--- src/rtl/conv_writeback_param_3_if.sv ---
// Write-back bus between the layer-3 accumulator array and the output-feature memories.
// The master side is the write-back controller; the slave side is the surrounding datapath.
interface conv_writeback_param_3_if #(
   parameter int DATA_WIDTH = 16,
   parameter int ACC_WIDTH  = 32,
   parameter int NUM_DSP    = 4,
   parameter int ADDR_WIDTH = 10
);
   logic                            enable;
   logic                            accum_sload;
   logic [ACC_WIDTH*NUM_DSP-1:0]    accum_result;
   logic                            out_feature_wren;
   logic [ADDR_WIDTH-1:0]           out_feature_address;
   logic [DATA_WIDTH*NUM_DSP-1:0]   out_feature_data_all;
   logic                            write_done;
   logic                            sat_flag;

   modport master (
      input  enable, accum_sload, accum_result,
      output out_feature_wren, out_feature_address, out_feature_data_all,
             write_done, sat_flag
   );

   modport slave (
      output enable, accum_sload, accum_result,
      input  out_feature_wren, out_feature_address, out_feature_data_all,
             write_done, sat_flag
   );
endinterface

--- src/rtl/conv_writeback_param_3.sv ---
// Layer-3 write-back: captures finished accumulator sums a fixed latency after each
// reload strobe, requantizes every lane and writes them to the output maps in order.
module conv_writeback_param_3 #(
   parameter int DATA_WIDTH        = 16,
   parameter int ACC_WIDTH         = 32,
   parameter int NUM_DSP           = 4,
   parameter int OUT_FEATURE_WIDTH = 5,
   parameter int NUM_ONEMULT       = 4,
   parameter int FRAC_BITS         = 8,
   parameter int RELU              = 1,
   parameter int RESULT_LATENCY    = 2,
   parameter int ADDR_WIDTH        = 10
) (
   input  logic                      clock,
   input  logic                      reset,
   conv_writeback_param_3_if.master  wb
);

   localparam int TOTAL = OUT_FEATURE_WIDTH * OUT_FEATURE_WIDTH * NUM_ONEMULT;

   localparam logic [1:0] IDLE = 2'd0;
   localparam logic [1:0] SKIP = 2'd1;
   localparam logic [1:0] RUN  = 2'd2;
   localparam logic [1:0] DONE = 2'd3;

   localparam logic [ADDR_WIDTH:0]   TOTAL_X   = (ADDR_WIDTH+1)'(TOTAL);
   localparam logic [ADDR_WIDTH-1:0] LAST_ADDR = ADDR_WIDTH'(TOTAL - 1);

   localparam logic signed [ACC_WIDTH-1:0] MAX_S =
      $signed({{(ACC_WIDTH-DATA_WIDTH+1){1'b0}}, {(DATA_WIDTH-1){1'b1}}});
   localparam logic signed [ACC_WIDTH-1:0] MIN_S =
      $signed({{(ACC_WIDTH-DATA_WIDTH+1){1'b1}}, {(DATA_WIDTH-1){1'b0}}});

   // Returns {saturated, word}; ReLU takes priority so negative sums never flag.
   function automatic logic [DATA_WIDTH:0] requant(input logic signed [ACC_WIDTH-1:0] acc);
      logic signed [ACC_WIDTH-1:0] s;
      s = acc >>> FRAC_BITS;
      if ((RELU != 0) && s[ACC_WIDTH-1])
         requant = '0;
      else if (s > MAX_S)
         requant = {1'b1, MAX_S[DATA_WIDTH-1:0]};
      else if (s < MIN_S)
         requant = {1'b1, MIN_S[DATA_WIDTH-1:0]};
      else
         requant = {1'b0, DATA_WIDTH'(s)};
   endfunction

   logic [1:0]                      state;
   logic [RESULT_LATENCY-1:0]       vld_p;
   logic                            accept;
   logic                            capture;
   logic [DATA_WIDTH*NUM_DSP-1:0]   q_data_p0;
   logic                            q_sat_p0;
   logic                            wren_p1;
   logic [ADDR_WIDTH-1:0]           addr_p1;
   logic [DATA_WIDTH*NUM_DSP-1:0]   data_p1;
   logic                            done_r;
   logic                            sat_r;

   assign accept = wb.enable && wb.accum_sload && (state == RUN);

   // A capture is only allowed while writes remain; the one in flight on wren_p1 counts.
   assign capture = vld_p[RESULT_LATENCY-1] && (state == RUN) &&
                    (({1'b0, addr_p1} + (ADDR_WIDTH+1)'(wren_p1)) < TOTAL_X);

   // Stage p0: requantize all lanes from the live accumulator bus
   always_comb begin
      logic [DATA_WIDTH:0] lane_q;
      lane_q    = '0;
      q_data_p0 = '0;
      q_sat_p0  = 1'b0;
      for (int k = 0; k < NUM_DSP; k++) begin
         lane_q = requant($signed(wb.accum_result[k*ACC_WIDTH +: ACC_WIDTH]));
         q_data_p0[k*DATA_WIDTH +: DATA_WIDTH] = lane_q[DATA_WIDTH-1:0];
         q_sat_p0 = q_sat_p0 | lane_q[DATA_WIDTH];
      end
   end

   // Stage p1: registered write port, address counter and run-control FSM
   always_ff @(posedge clock) begin
      if (reset) begin
         state   <= IDLE;
         vld_p   <= '0;
         wren_p1 <= 1'b0;
         addr_p1 <= '0;
         data_p1 <= '0;
         done_r  <= 1'b0;
         sat_r   <= 1'b0;
      end else begin
         vld_p   <= (vld_p << 1) | RESULT_LATENCY'(accept);
         wren_p1 <= capture;
         if (capture) begin
            data_p1 <= q_data_p0;
            if (q_sat_p0)
               sat_r <= 1'b1;
         end
         if (wren_p1)
            addr_p1 <= addr_p1 + 1'b1;
         case (state)
            IDLE: if (wb.enable) state <= SKIP;
            // The first reload after enable flushes an empty accumulator.
            SKIP: if (wb.enable && wb.accum_sload) state <= RUN;
            RUN: begin
               if (wren_p1 && (addr_p1 == LAST_ADDR)) begin
                  state  <= DONE;
                  done_r <= 1'b1;
               end
            end
            default: state <= DONE;
         endcase
      end
   end

   assign wb.out_feature_wren     = wren_p1;
   assign wb.out_feature_address  = addr_p1;
   assign wb.out_feature_data_all = data_p1;
   assign wb.write_done           = done_r;
   assign wb.sat_flag             = sat_r;

endmodule

--- src/flat_wrapper.sv ---
// flat-port wrapper written by rule: the top's interface ports become plain ports
module conv_writeback_param_3_flat 
#(
   parameter int DATA_WIDTH        = 16,
   parameter int ACC_WIDTH         = 32,
   parameter int NUM_DSP           = 4,
   parameter int OUT_FEATURE_WIDTH = 5,
   parameter int NUM_ONEMULT       = 4,
   parameter int FRAC_BITS         = 8,
   parameter int RELU              = 1,
   parameter int RESULT_LATENCY    = 2,
   parameter int ADDR_WIDTH        = 10
)
  (clock, reset, wb_enable, wb_accum_sload, wb_accum_result, wb_out_feature_wren, wb_out_feature_address, wb_out_feature_data_all, wb_write_done, wb_sat_flag);
  conv_writeback_param_3_if #(.DATA_WIDTH(DATA_WIDTH), .ACC_WIDTH(ACC_WIDTH), .NUM_DSP(NUM_DSP), .ADDR_WIDTH(ADDR_WIDTH)) wb_i ();
  input  logic clock;
  input  logic reset;
  input wire logic [$bits(wb_i.enable)-1:0] wb_enable;
  input wire logic [$bits(wb_i.accum_sload)-1:0] wb_accum_sload;
  input wire logic [$bits(wb_i.accum_result)-1:0] wb_accum_result;
  output wire logic [$bits(wb_i.out_feature_wren)-1:0] wb_out_feature_wren;
  output wire logic [$bits(wb_i.out_feature_address)-1:0] wb_out_feature_address;
  output wire logic [$bits(wb_i.out_feature_data_all)-1:0] wb_out_feature_data_all;
  output wire logic [$bits(wb_i.write_done)-1:0] wb_write_done;
  output wire logic [$bits(wb_i.sat_flag)-1:0] wb_sat_flag;
  assign wb_i.enable = wb_enable;
  assign wb_i.accum_sload = wb_accum_sload;
  assign wb_i.accum_result = wb_accum_result;
  assign wb_out_feature_wren = wb_i.out_feature_wren;
  assign wb_out_feature_address = wb_i.out_feature_address;
  assign wb_out_feature_data_all = wb_i.out_feature_data_all;
  assign wb_write_done = wb_i.write_done;
  assign wb_sat_flag = wb_i.sat_flag;
  conv_writeback_param_3 #(.DATA_WIDTH(DATA_WIDTH), .ACC_WIDTH(ACC_WIDTH), .NUM_DSP(NUM_DSP), .OUT_FEATURE_WIDTH(OUT_FEATURE_WIDTH), .NUM_ONEMULT(NUM_ONEMULT), .FRAC_BITS(FRAC_BITS), .RELU(RELU), .RESULT_LATENCY(RESULT_LATENCY), .ADDR_WIDTH(ADDR_WIDTH)) u_core (.clock(clock), .reset(reset), .wb(wb_i));
endmodule
--- config.mk ---
export PLATFORM = sky130hd
export DESIGN_NAME = conv_writeback_param_3_flat
export DESIGN_NICKNAME = d
export VERILOG_FILES = /design/src/rtl/conv_writeback_param_3_if.sv /design/src/rtl/conv_writeback_param_3.sv /design/src/flat_wrapper.sv
export SDC_FILE = /design/constraint.sdc
export NUM_CORES = 1
export LEC_CHECK = 0
export BUFFER_PORTS_ARGS = -buffer_cell sky130_fd_sc_hd__buf_2
export CAP_MARGIN = 20
export CORE_MARGIN = 3
export CORE_UTILIZATION = 46
export DETAILED_ROUTE_END_ITERATION = 16
export GPL_ROUTABILITY_DRIVEN = 0
export PLACE_DENSITY = 0.92
export SETUP_SLACK_MARGIN = 0.5
export SLEW_MARGIN = 20
export SYNTH_ARGS = -nofsm -noshare
export SYNTH_HDL_FRONTEND = slang
export SYNTH_SLANG_ARGS = --single-unit
export TNS_END_PERCENT = 20
--- constraint.sdc ---
create_clock -name clock -period 2.95 [get_ports clock]
set_input_delay 0.1475 -clock clock [delete_from_list [all_inputs] [get_ports clock]]
set_output_delay 0.1475 -clock clock [all_outputs]
set_load 0.005 [all_outputs]
==> metrics.log, run 1 <==
INFO  metric run_status = complete, no violations
INFO  metric skew = 13.3 ps
INFO  metric timing.final.max_slew_violations = 0
INFO  metric timing.setup.tns = 0 ps
INFO  metric syn_nets = 519
INFO  metric power_switching = approximately 440 µW
INFO  metric fp-row-count = 31
INFO  metric die-height = 94.6 µm
INFO  metric leakage_power_total = 0.00192 µW
INFO  metric clkTransAtPathRegs = ~80 ps
INFO  metric layout_commonest_cell = buf_2
INFO  metric worst_path_dominant_cell_family = simple AND/OR/NAND/NOR gates
INFO  metric dieArea = 8940 µm²
INFO  metric synth-main-ff-cell = dfxtp_1
INFO  metric synth_cell_types = 38
INFO  metric hold_class = in2reg
INFO  metric power.share.combinational = 6.2%
INFO  metric hold_buffers = 0
INFO  metric root_buffer = clkbuf_8
INFO  metric critPathCaptureType = flop
INFO  metric cts_tree = yes
INFO  metric initial_core_util = 48.5%
INFO  metric power_frac_seq = 52.4%
INFO  metric yosys_warnings = 0
INFO  metric route.detailed.vias_per_inst = 5.78
INFO  metric finalWirelength = 10.4 mm
INFO  metric final_min_period_over_clock_period = roughly 68%
INFO  metric drtPass1Iterations = 4
INFO  metric post_route_cell_area = 4680 µm²
INFO  metric number_of_antenna_violations_at_the_first_check_in_global_routing = 0
INFO  metric power_per_cell_area = around 450 nW/µm²
INFO  metric cts_repair_resize_count = 0
INFO  metric htree_num_levels = 3
INFO  metric global_route_wire_length_before_repair = 16.3 mm
INFO  metric numClockSinks = 81
INFO  metric area_growth_syn_to_layout = 29.6%
INFO  metric drc = 0
INFO  metric worstPathArrival = about 2300 ps
INFO  metric gr-total-overflow = 0
INFO  metric finalSetupViolCount = 0
INFO  metric postLayoutSetupSlackWorst = 948 ps
INFO  metric layout_common_cells = buf_2 (176), dfxtp_1 (81), a21oi_1 (71)
INFO  metric cap_viol_max_count = 0
INFO  metric post_cts.repair.setup_buffers = 0
INFO  metric finalHoldWorstSlack = 51.4 ps
INFO  metric insertedDiodeCount = 0
INFO  metric pin_count = 209
INFO  metric rsz0062_at_grt = false
INFO  metric seqCellArea = 1620 µm²
INFO  metric required = 3200 ps
INFO  metric critical_path.n_buffers_inverters = 1
INFO  metric finalNonFillerCells = 642
INFO  metric crit_path_max_fanout = 35
INFO  metric sw_frac_of_total = 21.2%
INFO  metric timing.fmax = roughly 500 MHz
INFO  metric grt_pass1_vias = 3591
INFO  metric floorplan.die.width = around 95 µm
INFO  metric p_int = 1650 µW
INFO  metric path_cells = nor3_2, and3_2, buf_12, nand2_1, o31ai_1
INFO  metric dpl_worst_slack = 962 ps
INFO  metric vdd_drop_max = between 300 and 400 µV
INFO  metric clk_latency = between 300 and 400 ps
INFO  metric avg_cell_area_syn = ~9.3 µm²
INFO  metric wl_per_cell = 16.2 µm
INFO  metric postSynthCellCount = 386
INFO  metric cts-root-to-sink-buffers = 2
INFO  metric core_region_area = 7450 µm²
INFO  metric drtIter0Drc = 167
INFO  metric critical-path-slowest-cell = and3_2
INFO  metric port_buffers = roughly 180
INFO  metric longest_individual_stage_delay_on_the_worst_path = 670 ps
INFO  metric final_antenna_net_count = 0
INFO  metric routed-via-count = 3709
INFO  metric max_slew_margin = between 30% and 40%
INFO  metric hold_violations = 0
INFO  metric maximum_number_of_pins_on_one_net_before_global_route_repair = 49
INFO  metric num-nets-final = 672
INFO  metric dpl-instance-area = roughly 4500 µm²
INFO  metric area_of_the_multi_input_gates = 1730 µm²
INFO  metric dp_cells = about 630
INFO  metric gr-usage-all-layers = 22.7%
INFO  metric ys_seq_area_share = 44.9%
INFO  metric criticalPathCategory = reg2reg
INFO  metric mappedNetlistArea = 3610 µm²
INFO  metric final_layout_size_suffix_gt1_share = 42.2%
INFO  metric filler_cell_count = between 600 and 700
INFO  metric critPathLaunchType = flop
INFO  metric dp_hpwl = 7.36 mm
INFO  metric synth_enable_flop_cells = 0
INFO  metric worst_slew_pin_slew = 917 ps
INFO  metric layout_min_cycle_time = ~2000 ps
INFO  metric async_reset_ff_share = 0%
INFO  metric power.clock.fraction = about two fifths
INFO  metric postSynthRegisterBits = 81
INFO  metric number_of_buffers_created_by_cts = 9
## power groups by stage
stage | combinational, µW | sequential (µW) | clock [µW]
5_1_grt | 141 | 1100 | 935
2_1_floorplan | 47.7 | 1120 | 0
4_1_cts | 129 | 1100 | 887
6_report | 129 | 1100 | 866
3_5_place_dp | 128 | 1120 | 0
3_3_place_gp | 125 | 1120 | 0
## logic make-up (layout without fill, tap and decap cells)
group           Yosys count  in the layout  share of synthesized area, %
flops                    81             81                          44.9
mux                       1              1                         0.277
xor+xnor                  8              8                          1.94
compound gates          193            193                          36.2
fa+ha+maj                 1              1                         0.347
simple gates             55             55                          9.05
buf+inv                  47            204                          7.21
## sequential cells by signal (all words and copies together), names as in the netlist
name	cells
u_core.vld_p	2
u_core.wb.write_done	1
u_core.state	2
u_core.wb.out_feature_address	10
u_core.wb.out_feature_wren	1
u_core.wb.sat_flag	1
u_core.wb.out_feature_data_all	64
## cell usage after synthesis, types with 2 or more instances
cell type   n  area (µm²)
a211oi_2   15         188
a21oi_1    71         355
a21oi_2    10        87.6
and3_1      2        12.5
buf_2       9        45.0
buf_4       6        45.0
buf_6       6        67.6
clkbuf_1   16        60.1
clkbuf_2    4        20.0
dfxtp_1    81        1620
inv_1       6        22.5
nand2_1     7        26.3
nand2b_1    2        12.5
nand3_1     4        20.0
nand4_1     2        12.5
nor2_1     13        48.8
nor2b_1     2        12.5
nor3_1      3        15.0
nor3b_1     4        30.0
nor4_1      9        56.3
o2111ai_1  45         394
o21ai_0    47         235
xnor2_1     5        43.8
xor2_1      3        26.3
## metal layers
layer	global-route usage, %	vias up	wire (µm)
met2	39.0	166	5160
met5	0	-	0
met3	5.02	21	755
met4	9.74	0	193
li1	-	1779	-
met1	27.2	1743	4270
## area by class of cell
cell class | instances | area share [%]
clock buffers | 12 | 3.10
clock inverters | 3 | 1.39
inverters | 6 | 0.481
multi-input cells | 258 | 37.0
flip-flops and latches | 81 | 34.7
well taps | 99 | 2.65
repair buffers | 183 | 20.8
## metrics by stage
step           total power [µW]  utilization (%)
2_1_floorplan              1170                -
5_1_grt                    2170             62.8
3_5_place_dp               1250             60.0
4_1_cts                    2110             62.8
3_3_place_gp               1250             60.0
6_report                   2090             62.8
## final timing paths
path                                    startpoint                  to  slack, ps  depth (start not counted)
setup / recovery  u_core.wb.out_feature_address[7]  u_core.wb.sat_flag        950                          5
hold / removal                      wb_accum_sload     u_core.vld_p[0]         50                          3
setup reg to reg  u_core.wb.out_feature_address[7]  u_core.wb.sat_flag        950                          5
hold reg to reg                    u_core.vld_p[0]     u_core.vld_p[1]        440                          1
## tightest hold or removal path, delay by kind of cell
family	cells	cell delay, ps
buffers and inverters	1	100
and+or+nand+nor	2	90
Power figures use the tool's default switching activity.
==> inputs of run 2 (changes only) <==
--- a/config.mk
+++ b/config.mk
@@ -8,10 +8,10 @@
 export BUFFER_PORTS_ARGS = -buffer_cell sky130_fd_sc_hd__buf_2
 export CAP_MARGIN = 20
 export CORE_MARGIN = 3
-export CORE_UTILIZATION = 46
+export CORE_UTILIZATION = 44
 export DETAILED_ROUTE_END_ITERATION = 16
 export GPL_ROUTABILITY_DRIVEN = 0
-export PLACE_DENSITY = 0.92
+export PLACE_DENSITY = 0.88
 export SETUP_SLACK_MARGIN = 0.5
 export SLEW_MARGIN = 20
 export SYNTH_ARGS = -nofsm -noshare
==> constraint.sdc (replaced) <==
create_clock -name clock -period 2.1 [get_ports clock]
set_input_delay 0.105 -clock clock [delete_from_list [all_inputs] [get_ports clock]]
set_output_delay 0.105 -clock clock [all_outputs]
set_load 0.005 [all_outputs]
==> run 2 against run 1 <==
Routed wire length is 4.4% higher. Critical path depth unchanged. Sequential share of layout area down 1.0 points. Worst setup slack got worse by 350 ps. Global-route usage is 0.30 points lower. Combinational power increased by 44%. Die area is 4.3% higher. Critical path type unchanged. Critical endpoint is now u_core.wb.out_feature_data_all[20]. Largest cell class unchanged. Largest power group unchanged.
==> metrics.log, run 2 (synthesized netlist as in run 1, its figures left out) <==
INFO  metric reg2reg_slack = 600 ps (-350 ps)
INFO  metric worstReg2RegEnd = u_core.wb.out_feature_data_all[20]
INFO  metric route.detailed.vias_per_inst = 5.73 (-0.90%)
INFO  metric grt_pass1_vias = 3510 (-2.3%)
INFO  metric wl_per_cell = 16.5 µm (+2.3%)
INFO  metric required = 2360 ps (-840 ps)
INFO  metric layout_commonest_cell = buf_2
INFO  metric seqCellArea = 1620 µm² (about the same)
INFO  metric finalHoldWorstSlack = 27.0 ps (-24.4 ps)
INFO  metric initial_core_util = 46.0% (-2.5 points)
INFO  metric whs_endpoint = u_core.vld_p[0]
INFO  metric timing.fmax = 668 MHz (+34%)
INFO  metric reg2reg_from = u_core.wb.out_feature_address[7]
INFO  metric timing.setup.tns = 0 ps (unchanged)
INFO  metric gr-total-overflow = 0 (unchanged)
INFO  metric port_buffers = 176 (unchanged)
INFO  metric root_buffer = clkbuf_8
INFO  metric gr-usage-all-layers = 22.4% (-0.30 points)
INFO  metric maximum_number_of_pins_on_one_net_before_global_route_repair = 46 (-6.1%)
INFO  metric crit_path_max_fanout = 29 (-17%)
INFO  metric worstPathArrival = 1760 ps (-500 ps)
INFO  metric layout_min_cycle_time = 1500 ps (-504 ps)
INFO  metric worstHoldStart = wb_enable
INFO  metric rsz0062_at_grt = true
INFO  metric max_slew_margin = 55.9% (+17 points)
INFO  metric hold_class = in2reg
INFO  metric cts-root-to-sink-buffers = 2 (unchanged)
INFO  metric layout_common_cells = buf_2 (176), dfxtp_1 (80), a21oi_1 (71)
INFO  metric post_route_cell_area = 4820 µm² (+3.1%)
INFO  metric timing.final.max_slew_violations = 0 (unchanged)
INFO  metric dieArea = 9320 µm² (+4.3%)
INFO  metric routed-via-count = 3750 (+1.1%)
INFO  metric hold_violations = 0 (unchanged)
INFO  metric numClockSinks = 81 (unchanged)
INFO  metric fp-row-count = 32 (+3.2%)
INFO  metric reg2reg_depth = 5 (unchanged)
INFO  metric insertedDiodeCount = 0 (unchanged)
INFO  metric final_antenna_net_count = 0 (unchanged)
INFO  metric critPathCaptureType = flop
INFO  metric floorplan.die.width = 96.6 µm (+2.1%)
INFO  metric finalPower = 2940 µW (+40%)
INFO  metric run_status = complete, no violations
INFO  metric htree_num_levels = 3 (unchanged)
INFO  metric worst_slew_pin_slew = 645 ps (-272 ps)
INFO  metric finalSetupViolCount = 0 (unchanged)
INFO  metric global_route_wire_length_before_repair = 16.4 mm (+0.76%)
INFO  metric vdd_drop_max = 351 µV (-11%)
INFO  metric criticalPathCategory = reg2reg
INFO  metric clk_latency = 330 ps (about the same)
INFO  metric critPathLaunchType = flop
INFO  metric number_of_antenna_violations_at_the_first_check_in_global_routing = 1 (+1)
INFO  metric clkTransAtPathRegs = 80 ps (about the same)
INFO  metric hold_path_depth = 3 (unchanged)
INFO  metric cap_viol_max_count = 0 (unchanged)
INFO  metric dp_hpwl = 7.77 mm (+5.6%)
INFO  metric drc = 0 (unchanged)
INFO  metric cts_tree = yes
INFO  metric drtPass1Iterations = 5 (+1)
INFO  metric dpl-instance-area = 4520 µm² (+1.2%)
INFO  metric filler_cell_count = 713 (+9.0%)
INFO  metric leakage_power_total = 0.00199 µW (+3.5%)
INFO  metric final_min_period_over_clock_period = 71.3% (+3.5 points)
INFO  metric area_growth_syn_to_layout = 33.6%
INFO  metric die-height = 96.6 µm (+2.1%)
INFO  metric pin_count = 209 (unchanged)
INFO  metric final_layout_size_suffix_gt1_share = 43.2% (+1.0 points)
INFO  metric area_of_the_multi_input_gates = 1740 µm² (+0.72%)
INFO  metric power_per_cell_area = 609 nW/µm² (+36%)
INFO  metric finalWirelength = 10.8 mm (+4.4%)
INFO  metric core_region_area = 7850 µm² (+5.4%)
INFO  metric number_of_flip_flops_under_the_largest_register_name = 64 (unchanged)
INFO  metric drtIter0Drc = 162 (-3.0%)
INFO  metric num-nets-final = 682 (+1.5%)
INFO  metric skew = 9.65 ps (-3.63 ps)
INFO  metric number_of_buffers_created_by_cts = 9 (unchanged)
-- run 2: final cells by class --
cell class,instances,share of cell area [%]
multi-input cells,258,36.1
flip-flops and latches,81,33.7
repair buffers,193,22.8
clock buffers,12,3.01
well taps,102,2.65
clock inverters,3,1.35
inverters,6,0.467
-- run 2: power breakdown --
part / internal, µW / switching [µW]
logic: 86.3 / 99.8
registers: 1540 / 2.54
clock network: 696 / 515
-- run 2: how the worst max path moves through the flow --
stage / from / endpoint / slack, ps / cells after the start
after detailed placement: u_core.wb.out_feature_address[0] / u_core.wb.out_feature_data_all[2] / 360 / 5
after global placement: u_core.wb.out_feature_address[0] / u_core.wb.out_feature_data_all[1] / 470 / 5
after CTS: u_core.wb.out_feature_address[7] / u_core.wb.out_feature_data_all[20] / 530 / 5
final: u_core.wb.out_feature_address[7] / u_core.wb.out_feature_data_all[20] / 600 / 5
after floorplan: u_core.wb.out_feature_address[7] / u_core.wb.out_feature_data_all[57] / 670 / 5
after global routing: u_core.wb.out_feature_address[7] / u_core.wb.sat_flag / 500 / 5
-- run 2: metrics by stage --
step                worst slack [ps]  instances  util, %
floorplan                        670        386        -
global placement                 470        635     57.6
detailed placement               365        635     57.6
CTS                              527        655     61.3
global route                     499        655     61.4
finish                           602        655     61.4
-- run 2: per-layer routing --
metal / track usage [%] / vias up / share of wire [%]
li1: - / 1796 / -
met1: 26.5 / 1764 / 40
met2: 40.3 / 171 / 51
met3: 4.42 / 17 / 7.8
met4: 7.48 / 2 / 1.0
met5: 0 / - / 0.092
-- run 2: repair_timing --
item,CTS,global route
hold buffers,1,0
pin swaps,3,2
setup buffers,4,0
setup endpoints to repair,63,31
gates resized for setup,3,6
hold endpoints to repair,1,0
-- run 2: worst max-delay path: stages (launching register included) --
cell       delay [ps]
dfxtp_1           370
nor3_4            240
and3_2            270
buf_8             210
o2111ai_1         140
a21oi_1           190
==> inputs of run 3 (changes only) <==
--- a/config.mk
+++ b/config.mk
@@ -8,10 +8,10 @@
 export BUFFER_PORTS_ARGS = -buffer_cell sky130_fd_sc_hd__buf_2
 export CAP_MARGIN = 20
 export CORE_MARGIN = 3
-export CORE_UTILIZATION = 44
+export CORE_UTILIZATION = 40
 export DETAILED_ROUTE_END_ITERATION = 16
 export GPL_ROUTABILITY_DRIVEN = 0
-export PLACE_DENSITY = 0.88
+export PLACE_DENSITY = 0.85
 export SETUP_SLACK_MARGIN = 0.5
 export SLEW_MARGIN = 20
 export SYNTH_ARGS = -nofsm -noshare
==> constraint.sdc (replaced) <==
create_clock -name clock -period 1.36 [get_ports clock]
set_input_delay 0.068 -clock clock [delete_from_list [all_inputs] [get_ports clock]]
set_output_delay 0.068 -clock clock [all_outputs]
set_load 0.005 [all_outputs]
==> run 3 against run 2 <==
The flow now finishes with violations (setup timing). Non-clock buffer count increased by 35. Clock-buffer cell count unchanged. Clock skew hardly changed. Total power rose by 49%. Critical path type unchanged. Critical endpoint is now u_core.wb.out_feature_data_all[60]. Largest power group unchanged.
==> metrics.log, run 3 (synthesized netlist as in run 1, its figures left out) <==
INFO  metric run_status = complete, but fails checks
INFO  metric violations = setup timing
INFO  metric cts-root-to-sink-buffers = 2 (unchanged)
INFO  metric number_of_buffers_created_by_cts = 9 (unchanged)
INFO  metric postLayoutSetupSlackWorst = -90.0 ps (-692 ps)
INFO  metric critical_path.n_buffers_inverters = 2 (+1)
INFO  metric skew = 10.1 ps (+0.427 ps)
INFO  metric max_slew_margin = 63.5% (+7.6 points)
INFO  metric filler_cell_count = 716 (+0.42%)
INFO  metric area_growth_syn_to_layout = 55.0%
INFO  metric cts_tree = yes
INFO  metric layout_common_cells = buf_2 (159), a21oi_1 (69), dfxtp_1 (46)
INFO  metric power_switching = 1050 µW (+70%)
INFO  metric cap_viol_max_count = 0 (unchanged)
INFO  metric dpl-instance-area = 4790 µm² (+5.8%)
INFO  metric clkTransAtPathRegs = 80 ps (about the same)
INFO  metric final_antenna_net_count = 0 (unchanged)
INFO  metric die-height = 101 µm (+4.6%)
INFO  metric core_region_area = 8760 µm² (+12%)
INFO  metric final_layout_size_suffix_gt1_share = 55.8% (+13 points)
INFO  metric number_of_antenna_violations_at_the_first_check_in_global_routing = 0 (-1)
INFO  metric critPathLaunchType = flop
INFO  metric reg2reg_slack = -90 ps (-690 ps)
INFO  metric drc = 0 (unchanged)
INFO  metric worst_path_dominant_cell_family = compound AO/OA/AOI/OAI gates
INFO  metric gr-usage-all-layers = 22.6% (+0.25 points)
INFO  metric power_frac_seq = 54.2% (+1.8 points)
INFO  metric worst_slew_pin_slew = 546 ps (-98.7 ps)
INFO  metric longest_individual_stage_delay_on_the_worst_path = 390 ps (+20 ps)
INFO  metric power.share.combinational = 7.3% (+1.0 points)
INFO  metric worstHoldStart = wb_accum_sload
INFO  metric wirelength_met1 = 4.90 mm (+13%)
INFO  metric insertedDiodeCount = 0 (unchanged)
INFO  metric critical_path.endpoint = u_core.wb.out_feature_data_all[60]
INFO  metric finalPower = 4380 µW (+49%)
INFO  metric timing.setup.tns = -1220 ps (-1220 ps)
INFO  metric routed-wl-met2 = 6.14 mm (+11%)
INFO  metric maximum_number_of_pins_on_one_net_before_global_route_repair = 40 (-13%)
INFO  metric layout_min_cycle_time = 1450 ps (-48.1 ps)
INFO  metric rsz0062_at_grt = true
INFO  metric power_per_cell_area = 782 nW/µm² (+28%)
INFO  metric global_route_wire_length_before_repair = 18.4 mm (+12%)
INFO  metric num-nets-final = 717 (+5.1%)
INFO  metric root_buffer = clkbuf_8
INFO  metric finalWirelength = 12.2 mm (+13%)
INFO  metric timing.fmax = 690 MHz (+3.3%)
INFO  metric critPathLaunch = u_core.wb.out_feature_address[1]
INFO  metric dp_cells = 666 (+4.9%)
INFO  metric post_route_cell_area = 5590 µm² (+16%)
INFO  metric worst-path-stages = 6 (+1)
INFO  metric reg2reg_depth = 6 (+1)
INFO  metric hold_violations = 0 (unchanged)
INFO  metric port_buffers = 176 (unchanged)
INFO  metric hold_path_depth = 3 (unchanged)
INFO  metric met3_wirelength = 860 µm (+1.5%)
INFO  metric final_min_period_over_clock_period = 107% (+35 points)
INFO  metric critPathCaptureType = flop
INFO  metric finalHoldWorstSlack = 43.2 ps (+16.2 ps)
INFO  metric route.detailed.vias_per_inst = 5.72 (about the same)
INFO  metric finalNonFillerCells = 696 (+6.3%)
INFO  metric grt_pass1_vias = 3927 (+12%)
INFO  metric clk_latency = 350 ps (+20 ps)
INFO  metric hold_class = in2reg
INFO  metric power.clock.fraction = 38.5% (-2.7 points)
INFO  metric p_int = 3330 µW (+44%)
INFO  metric layout_commonest_cell = buf_2
INFO  metric number_of_flip_flops_under_the_largest_register_name = 64 (unchanged)
INFO  metric route.top_layer_used = met4
INFO  metric timing.final.max_slew_violations = 0 (unchanged)
INFO  metric gr-total-overflow = 0 (unchanged)
INFO  metric reg2reg_from = u_core.wb.out_feature_address[1]
INFO  metric dieArea = 10200 µm² (+9.4%)
INFO  metric finalSetupViolCount = 36 (+36)
INFO  metric worstPathArrival = 1680 ps (-80 ps)
INFO  metric critical-path-slowest-cell = dfxtp_4
INFO  metric floorplan.die.width = 101 µm (+4.6%)
INFO  metric worstReg2RegEnd = u_core.wb.out_feature_data_all[60]
INFO  metric numClockSinks = 81 (unchanged)
INFO  metric vdd_drop_max = 514 µV (+47%)
INFO  metric fp-row-count = 34 (+6.3%)
INFO  metric htree_num_levels = 3 (unchanged)
INFO  metric wl_per_cell = 17.6 µm (+6.2%)
INFO  metric criticalPathCategory = reg2reg
INFO  metric crit_path_max_fanout = 13 (-55%)
INFO  metric pin_count = 209 (unchanged)
INFO  metric dp_hpwl = 8.20 mm (+5.5%)
INFO  metric required = 1590 ps (-770 ps)
INFO  metric routed-via-count = 3983 (+6.2%)
INFO  metric sw_frac_of_total = 23.9% (+2.9 points)
INFO  metric path_cells = nand3_4, a21o_4, buf_12, buf_12, a21oi_1, a211oi_2
INFO  metric drtIter0Drc = 203 (+25%)
INFO  metric drtPass1Iterations = 5 (unchanged)
INFO  metric initial_core_util = 41.2% (-4.8 points)
INFO  metric most_prevalent_standard_cell_on_the_critical_path = buf_12
INFO  metric leakage_power_total = 0.00228 µW (+15%)
## run 3: area by class of cell
class / instances / area (µm²) / share of cell area (%)
sequential: 81 / 1670 / 29.9
multi-input combinational: 258 / 1890 / 33.7
clock buffer: 12 / 165 / 2.95
tap: 108 / 135 / 2.42
clock inverter: 3 / 23.8 / 0.425
inverter: 6 / 22.5 / 0.403
timing repair buffer: 228 / 1690 / 30.2
## run 3: metrics by stage
step / utilization (%) / setup slack, ps
floorplan: - / -58.7
global placement: 54.6 / -240
detailed placement: 54.6 / -285
CTS: 61.6 / -29.1
global route: 63.8 / -152
finish: 63.8 / -90.0
## run 3: worst min-delay path by stage
| stage | endpoint | slack, ps |
|---|---|---|
| after floorplan | u_core.vld_p[0] | 190 |
| after global placement | u_core.vld_p[0] | 320 |
| after detailed placement | u_core.vld_p[0] | 330 |
| after CTS | u_core.state[1] | 20 |
| after global routing | u_core.state[1] | 30 |
| final | u_core.state[1] | 40 |
## run 3: worst min-delay path, cell delays in order
cell     delay (ps)
buf_2           100
nand3_1          90
a21oi_1          70
## run 3: power groups by stage
stage          Clock [µW]  Combinational (µW)  Sequential, µW
6_report             1690                 318            2370
5_1_grt              1860                 344            2370
4_1_cts              1720                 311            2370
3_5_place_dp            0                 302            2430
3_3_place_gp            0                 294            2430
2_1_floorplan           0                 104            2430
## run 3: timing repair
| item | 4_1_cts | 5_1_grt |
|---|---|---|
| setup endpoints to repair | 148 | 157 |
| buffers inserted | 6 | 2 |
| cloned | 3 | 2 |
| pin swaps | 45 | 32 |
| hold buffers | 2 | 0 |
| resized for setup | 76 | 32 |
| endpoints found under the hold margin | 1 | 0 |
## run 3: metal layers
layer	up-vias	track usage (%)
met3	36	5.40
met4	0	8.59
met5	-	0
met1	1883	27.4
li1	1877	-
met2	187	38.7
